**src/rtl/h14tx_period_sched.sv**
```systemverilog
// h14tx_pkg + h14tx_period_sched
//
// Purpose: raster and period scheduler for the HDMI 1.4 transmitter. It
// produces the pixel x/y position, syncs, the HDMI period sequence (Control,
// Video preamble/guard/Video, Data preamble/guard/Data) and the data-island
// packet timing with a valid/ready handshake to the packet source.
//
// Ports:
//   pixel_clk    in   pixel clock
//   rst_n        in   asynchronous reset, active low
//   pkt_valid    in   packet source has a packet to send
//   pkt_ready    out  packet slot offered; transfer = pkt_valid & pkt_ready
//   x, y         out  pixel column / line
//   period       out  current HDMI period (h14tx_pkg::period_t)
//   ctl          out  per-channel control bits, ctl[0] = {vsync, hsync}
//   pkt_phase    out  cycle 0..31 within the current packet, 0 outside Data
//   island_last  out  final Data cycle of an island
//
// x, y, period, ctl, pkt_ready and pkt_phase are registered together, so
// one cycle always describes one pixel.

package h14tx_pkg;
  typedef logic [2:0] period_t;
  localparam period_t PER_CONTROL     = 3'd0;
  localparam period_t PER_VIDEO_PRE   = 3'd1;
  localparam period_t PER_VIDEO_GUARD = 3'd2;
  localparam period_t PER_VIDEO       = 3'd3;
  localparam period_t PER_DATA_PRE    = 3'd4;
  localparam period_t PER_DATA_GUARD  = 3'd5;
  localparam period_t PER_DATA        = 3'd6;
endpackage

module h14tx_period_sched
  import h14tx_pkg::*;
#(
  parameter int   H_TOTAL     = 1650,
  parameter int   V_TOTAL     = 750,
  parameter int   H_ACTIVE    = 1280,
  parameter int   V_ACTIVE    = 720,
  parameter int   H_FRONT     = 110,
  parameter int   H_SYNC      = 40,
  parameter int   V_FRONT     = 5,
  parameter int   V_SYNC      = 5,
  parameter logic SYNC_POL    = 1'b1,
  parameter logic DVI_MODE    = 1'b0,
  parameter int   MAX_PACKETS = 2,
  parameter int   ISLAND_GAP  = 12,
  parameter int   XW          = $clog2(H_TOTAL),
  parameter int   YW          = $clog2(V_TOTAL)
) (
  input  logic           pixel_clk,
  input  logic           rst_n,
  input  logic           pkt_valid,
  output logic           pkt_ready,
  output logic [XW-1:0]  x,
  output logic [YW-1:0]  y,
  output period_t        period,
  output logic [2:0][1:0] ctl,
  output logic [4:0]     pkt_phase,
  output logic           island_last
);

  localparam int XW1 = XW + 1;
  localparam int YW1 = YW + 1;
  localparam int X0  = H_ACTIVE + ISLAND_GAP;

  localparam logic [XW-1:0] X_LAST = XW'(H_TOTAL - 1);
  localparam logic [XW-1:0] X_ACT  = XW'(H_ACTIVE);
  localparam logic [XW-1:0] X_VP   = XW'(H_TOTAL - 10);
  localparam logic [XW-1:0] X_VG   = XW'(H_TOTAL - 2);
  localparam logic [XW-1:0] X_DEC  = XW'(X0 - 1);
  localparam logic [YW-1:0] Y_LAST = YW'(V_TOTAL - 1);
  localparam logic [YW-1:0] Y_ACT  = YW'(V_ACTIVE);
  // Sync bounds carry one extra bit: the end bound may equal the total.
  localparam logic [XW:0]   HS_BEG = XW1'(H_ACTIVE + H_FRONT);
  localparam logic [XW:0]   HS_END = XW1'(H_ACTIVE + H_FRONT + H_SYNC);
  localparam logic [YW:0]   VS_BEG = YW1'(V_ACTIVE + V_FRONT);
  localparam logic [YW:0]   VS_END = YW1'(V_ACTIVE + V_FRONT + V_SYNC);
  localparam logic [4:0]    MAX_P  = 5'(MAX_PACKETS);

  if (X0 + 8 + 2 + 32 * MAX_PACKETS + 2 + 12 > H_TOTAL - 10) begin : g_chk_island
    $error("data island does not fit before the video lead-in");
  end
  if (H_ACTIVE + H_FRONT + H_SYNC > H_TOTAL) begin : g_chk_h
    $error("horizontal timing exceeds H_TOTAL");
  end
  if (V_ACTIVE + V_FRONT + V_SYNC > V_TOTAL) begin : g_chk_v
    $error("vertical timing exceeds V_TOTAL");
  end
  if (MAX_PACKETS < 1 || MAX_PACKETS > 18) begin : g_chk_pkts
    $error("MAX_PACKETS must be 1..18");
  end

  logic [XW-1:0]  x_q, x_d;
  logic [YW-1:0]  y_q, y_d, y_nl;
  period_t        period_q, period_d;
  logic [2:0][1:0] ctl_q, ctl_d;
  logic           pkt_ready_q, pkt_ready_d;
  logic [4:0]     pkt_phase_q, pkt_phase_d;
  logic [4:0]     pkt_cnt_q, pkt_cnt_d;   // packets in this island incl. current
  logic [2:0]     seg_q, seg_d;           // cycle index in preamble / guard
  logic           trail_q, trail_d;       // current DataGuard is the trailing one
  logic           hs_d, vs_d, xfer;

  assign xfer = pkt_valid & pkt_ready_q;

  always_comb begin
    // Position of the pixel the next cycle describes.
    x_d = x_q + XW'(1);
    y_d = y_q;
    if (x_q == X_LAST) begin
      x_d = '0;
      y_d = (y_q == Y_LAST) ? '0 : y_q + YW'(1);
    end
    y_nl = (y_d == Y_LAST) ? '0 : y_d + YW'(1);
    hs_d = ({1'b0, x_d} >= HS_BEG) && ({1'b0, x_d} < HS_END);
    vs_d = ({1'b0, y_d} >= VS_BEG) && ({1'b0, y_d} < VS_END);

    // Raster-driven period; a running island overrides it below.
    period_d = PER_CONTROL;
    if (x_d < X_ACT && y_d < Y_ACT)
      period_d = PER_VIDEO;
    else if (!DVI_MODE && y_nl < Y_ACT && x_d >= X_VP)
      period_d = (x_d >= X_VG) ? PER_VIDEO_GUARD : PER_VIDEO_PRE;

    seg_d       = '0;
    trail_d     = trail_q;
    pkt_cnt_d   = pkt_cnt_q;
    pkt_phase_d = '0;
    if (!DVI_MODE) begin
      case (period_q)
        PER_DATA_PRE: begin
          if (seg_q == 3'd7) begin
            period_d = PER_DATA_GUARD;
            trail_d  = 1'b0;
          end else begin
            period_d = PER_DATA_PRE;
            seg_d    = seg_q + 3'd1;
          end
        end
        PER_DATA_GUARD: begin
          if (seg_q == 3'd0) begin
            period_d = PER_DATA_GUARD;
            seg_d    = 3'd1;
          end else if (!trail_q) begin
            period_d  = PER_DATA;
            pkt_cnt_d = 5'd1;
          end
          // end of trailing guard: raster period (Control) takes over
        end
        PER_DATA: begin
          period_d = PER_DATA;
          if (pkt_phase_q == 5'd31) begin
            if (xfer) begin
              pkt_cnt_d = pkt_cnt_q + 5'd1;
            end else begin
              period_d = PER_DATA_GUARD;
              trail_d  = 1'b1;
            end
          end else begin
            pkt_phase_d = pkt_phase_q + 5'd1;
          end
        end
        default: begin
          // Outside an island pkt_ready is only high on the decision cycle.
          if (xfer) period_d = PER_DATA_PRE;
        end
      endcase
    end

    pkt_ready_d = !DVI_MODE &&
                  ((x_d == X_DEC && period_d == PER_CONTROL) ||
                   (period_d == PER_DATA && pkt_phase_d == 5'd31 && pkt_cnt_d < MAX_P));

    ctl_d[0] = {vs_d ^ ~SYNC_POL, hs_d ^ ~SYNC_POL};
    ctl_d[1] = (period_d == PER_VIDEO_PRE || period_d == PER_DATA_PRE) ? 2'b01 : 2'b00;
    ctl_d[2] = (period_d == PER_DATA_PRE) ? 2'b01 : 2'b00;
  end

  always_ff @(posedge pixel_clk or negedge rst_n) begin
    if (!rst_n) begin
      x_q         <= '0;
      y_q         <= '0;
      period_q    <= PER_CONTROL;
      ctl_q[0]    <= {~SYNC_POL, ~SYNC_POL};
      ctl_q[1]    <= 2'b00;
      ctl_q[2]    <= 2'b00;
      pkt_ready_q <= 1'b0;
      pkt_phase_q <= '0;
      pkt_cnt_q   <= '0;
      seg_q       <= '0;
      trail_q     <= 1'b0;
    end else begin
      x_q         <= x_d;
      y_q         <= y_d;
      period_q    <= period_d;
      ctl_q       <= ctl_d;
      pkt_ready_q <= pkt_ready_d;
      pkt_phase_q <= pkt_phase_d;
      pkt_cnt_q   <= pkt_cnt_d;
      seg_q       <= seg_d;
      trail_q     <= trail_d;
    end
  end

  assign x         = x_q;
  assign y         = y_q;
  assign period    = period_q;
  assign ctl       = ctl_q;
  assign pkt_ready = pkt_ready_q;
  assign pkt_phase = pkt_phase_q;
  // The island ends exactly when the offered slot goes unused, which is only
  // known from the live pkt_valid on that cycle.
  assign island_last = (period_q == PER_DATA) && (pkt_phase_q == 5'd31) && !xfer;

endmodule
```
**config.mk**
```make
export PLATFORM = sky130hd
export DESIGN_NAME = h14tx_period_sched
export DESIGN_NICKNAME = d
export VERILOG_FILES = /design/src/rtl/h14tx_period_sched.sv
export SDC_FILE = /design/constraint.sdc
export NUM_CORES = 1
export LEC_CHECK = 0
export CAP_MARGIN = 20
export CORE_MARGIN = 2
export CORE_UTILIZATION = 45
export CTS_CLUSTER_SIZE = 28
export DETAILED_ROUTE_END_ITERATION = 16
export HOLD_SLACK_MARGIN = 0.08
export PLACE_DENSITY = 0.76
export SETUP_SLACK_MARGIN = 0.3
export SYNTH_ARGS = -nofsm -noshare
export SYNTH_HDL_FRONTEND = slang
export SYNTH_SLANG_ARGS = --single-unit
```
**constraint.sdc**
```tcl
create_clock -name pixel_clk -period 2.3 [get_ports pixel_clk]
set_clock_uncertainty 0.15 [all_clocks]
set_input_delay 0.23 -clock pixel_clk [delete_from_list [all_inputs] [get_ports pixel_clk]]
set_output_delay 0.23 -clock pixel_clk [all_outputs]
set_load 0.01 [all_outputs]
```
==> results by group, run 1 <==
Worst setup path
  • Crit. End Element: register
  • Req. time, crit path: 2.39 ns
  • Slowest CP cell: dfrtp_1
  • CP bufs+invs: 1
  • Critical path's largest stage delay: 0.41 ns
  • WP data arrival: roughly 2.8 ns
  • Setup crit start kind: register
  • Crit-path cells: inv_2 -> ha_4 -> and4b_2 -> nand4_1 -> or3_4 -> a21oi_4 -> o211ai_1 -> a22oi_2 -> o21bai_1 -> a211oi_2
  • Critical path class: register to register
  • Crit path max-delay family: compound AO/OA/AOI/OAI gates
  • Crit-path max FO: 5

Placed design
  • Post-DP Area: 0.00376 mm²
  • Setup WS pre-CTS: -0.309 ns
  • HPWL after DPL: 5.76 mm
  • Count of input and output buffers: 37
  • Final RePlAce weighted congestion: 0.896

Detailed routing
  • Via count: 3045
  • TritonRoute pass-1 iters: 5
  • DRT iter0 DRCs: 290
  • Drt total wl: around 9.6 mm
  • Post-DR vias/cell: 6.14
  • Antenna viol nets, final: 0
  • Drt drc: 0
  • WL/cell: 19.3 µm

Job
  • Max Cap Viol: 0

Timing
  • Final setup viols: 7
  • Max-slew headroom: 0.655
  • Worst-Margin Slew: 0.515 ns
  • Final-report hold violation count: 0
  • Hold Worst Slack: 0.275 ns
  • Fin crit period: 2.72 ns
  • Final period utilization: 1.18
  • FMAX: 0.368 GHz
  • Final worst setup slack: -0.419 ns
  • Setup TNS: -1.83 ns
  • Slew Limit Fails: 0
  • RSZ-0062 raised after global routing: yes

Status
  • Failing checks: setup timing
  • Status: complete, but fails checks

Floorplanning
  • Die height: 80.5 µm
  • Die X: 80.5 µm
  • Core area: 0.00557 mm²
  • Die area: 0.00647 mm²
  • Row count: 27
  • Initial core utilization: 0.472
  • # IOs: 40

GRT
  • Maximum number of pins on one net before global-route repair: 24
  • GR Overflow Total: 0
  • Initial antenna violation count: 0
  • First-pass GRT wire length: 13.8 mm
  • Vias in the first global route: 2766
  • GR Util All Layers: 0.281

Clock network
  • Clk slew on worst S/H paths: 0.10 ns
  • CTS root buf: clkbuf_8
  • CTS H-tree depth: 2
  • Worst-Skew Late Latency: 0.32 ns
  • CTS buffer count: 5
  • Clk buf depth: 2
  • CTS tree: done
  • Clk sinks: 43

Yosys
  • #FFs+latches synth: 43
  • Top cell type by total area after synthesis: dfrtp_1
  • Synth area leaders: dfrtp_1, ha_1, nor2_1, xnor2_1, nand4_1
  • Post-synth EDFFs: 0
  • Synth Warn #: 0
  • Sequential area share after synthesis: 0.409
  • Area fraction of the dominant cell type after synthesis: 0.409
  • Synth Flop Type: dfrtp_1
  • Cell variety after synth: 63
  • Mapped Cells: 278
  • Post-synth ARST share: 1.00
  • Synthesized cell area: 0.00263 mm²
  • Syn avg cell area: ~9.5 µm²

Finish
  • Area Overhead vs Synth: 63.5%
  • Share of layout cells above drive strength 1: 0.422
  • Ant diodes: 0
  • Final core occ: 0.772
  • Layout fillers: 327
  • Final net count: 436
  • Flip-flop and latch area: approximately 0.0011 mm²
  • Final instance area: 0.00430 mm²
  • Area of the multi-input gates: 0.00177 mm²

Min path
  • Hold/Removal Path Class: primary input to asynchronous set/reset pin

Power
  • Static Leakage: between 0.0015 and 0.002 µW
  • Maximum vdd drop: ~0.2 mV
  • PwrDens: 302 mW/mm²
## synthesized netlist by cell type (all sizes together), types with 5 or more instances
library cell  instances
or3                   6
nand3                16
o21ai                15
ha                   10
and3                  5
and2                  5
buf                   5
nor2                 24
nand2                18
o31ai                 7
nor3                 14
a21oi                15
nand4                12
inv                  10
xnor2                10
dfrtp                43
## cell families after synthesis
logic type,count (synthesis),share of synthesized area
and+or+nand+nor,127,0.283
AOI/OAI and AO/OA,64,0.178
DFF,43,0.409
buffers and inverters,18,0.0309
xor gates and xnor gates,14,0.0466
adders and majority gates,10,0.0476
other,1,0.00143
muxes,1,0.00380
## routing by layer
| layer | global-route usage | wire length, µm | up-vias |
|---|---|---|---|
| met3 | 0.0281 | 548 | 43 |
| met1 | 0.363 | 3720 | 1486 |
| met2 | 0.487 | 4870 | 179 |
| met4 | 0.105 | 441 | 0 |
| li1 | - | - | 1337 |
| met5 | 0 | 0 | - |
## state kept, by name, summed over array words and instances (netlist names)
name	cells
pkt_phase	5
trail_q	1
period	3
x	11
ctl	4
y	10
seg_q	3
pkt_ready	1
pkt_cnt_q	5
## metrics by stage
| stage | std cells | power [µW] |
|---|---|---|
| 4_1_cts | 489 | 1290 |
| 3_5_place_dp | 468 | 795 |
| 5_1_grt | 496 | 1320 |
| 3_3_place_gp | 468 | 794 |
| 6_report | 496 | 1300 |
| 2_1_floorplan | 279 | 774 |
## where the power goes
part / switching, µW / leakage (µW) / internal [µW]
registers: 0 / 0.000557 / 755
clock network: 308 / 0.0000402 / 212
logic: 17.9 / 0.00123 / 6.60
## what timing repair did
| action | 4_1_cts | 5_1_grt |
|---|---|---|
| buffers inserted | 12 | 7 |
| hold buffers | 1 | 0 |
| gates resized for setup | 37 | 31 |
| setup endpoints to repair | 9 | 14 |
| hold endpoints to repair | 20 | 0 |
| pin swaps | 12 | 12 |
## path summary, 6_finish.rpt
kind / from / endpoint / slack (ns) / depth (start not counted)
setup / recovery: x[1] / ctl[2] / -0.42 / 10
min in group pixel_clk: pkt_cnt_q[3] / pkt_cnt_q[3] / 0.36 / 1
max in group asynchronous: rst_n / pkt_phase[3] / 1.21 / 3
setup reg to reg: x[1] / ctl[2] / -0.42 / 10
hold / removal: rst_n / x[1] / 0.28 / 2
hold reg to reg: pkt_cnt_q[3] / pkt_cnt_q[3] / 0.36 / 1
## placed cells by master, fill, tap and decap left out, types with 3 or more instances in the layout
cell             count
nor2_1              22
and4_1               3
clkdlybuf4s50_1     34
nor3_1               7
o21ai_0             11
nand3_1             12
ha_1                 7
o211ai_1             3
and2_1               5
or4_4                3
nor3_4               5
nand3b_1             3
nand4_1             12
nor2b_1              3
buf_4               94
buf_6               11
nand2_1             16
or3_4                4
a21oi_4              3
a21oi_1              9
clkbuf_8             5
xnor2_1              8
and3_4               4
dfrtp_2              3
inv_1                8
o31ai_1              3
xor2_1               3
a31oi_1              3
dfrtp_1             40
o21ai_1              4
a21oi_2              3
## layout make-up
type	instances	share of cell area
multi-input combinational	218	0.410
timing repair buffer	144	0.288
sequential	43	0.251
tap	72	0.0209
clock buffer	5	0.0160
inverter	11	0.00960
clock inverter	3	0.00465
Power figures use the tool's default switching activity.
==> run 2: changes to the inputs <==
--- a/config.mk
+++ b/config.mk
@@ -10,6 +10,7 @@
 export CORE_UTILIZATION = 45
 export CTS_CLUSTER_SIZE = 28
 export DETAILED_ROUTE_END_ITERATION = 16
+export GPL_TIMING_DRIVEN = 1
 export HOLD_SLACK_MARGIN = 0.08
 export PLACE_DENSITY = 0.76
 export SETUP_SLACK_MARGIN = 0.3
==> results of run 2 <==
The final DEF is identical to that of run 1; final timing and power are the same.
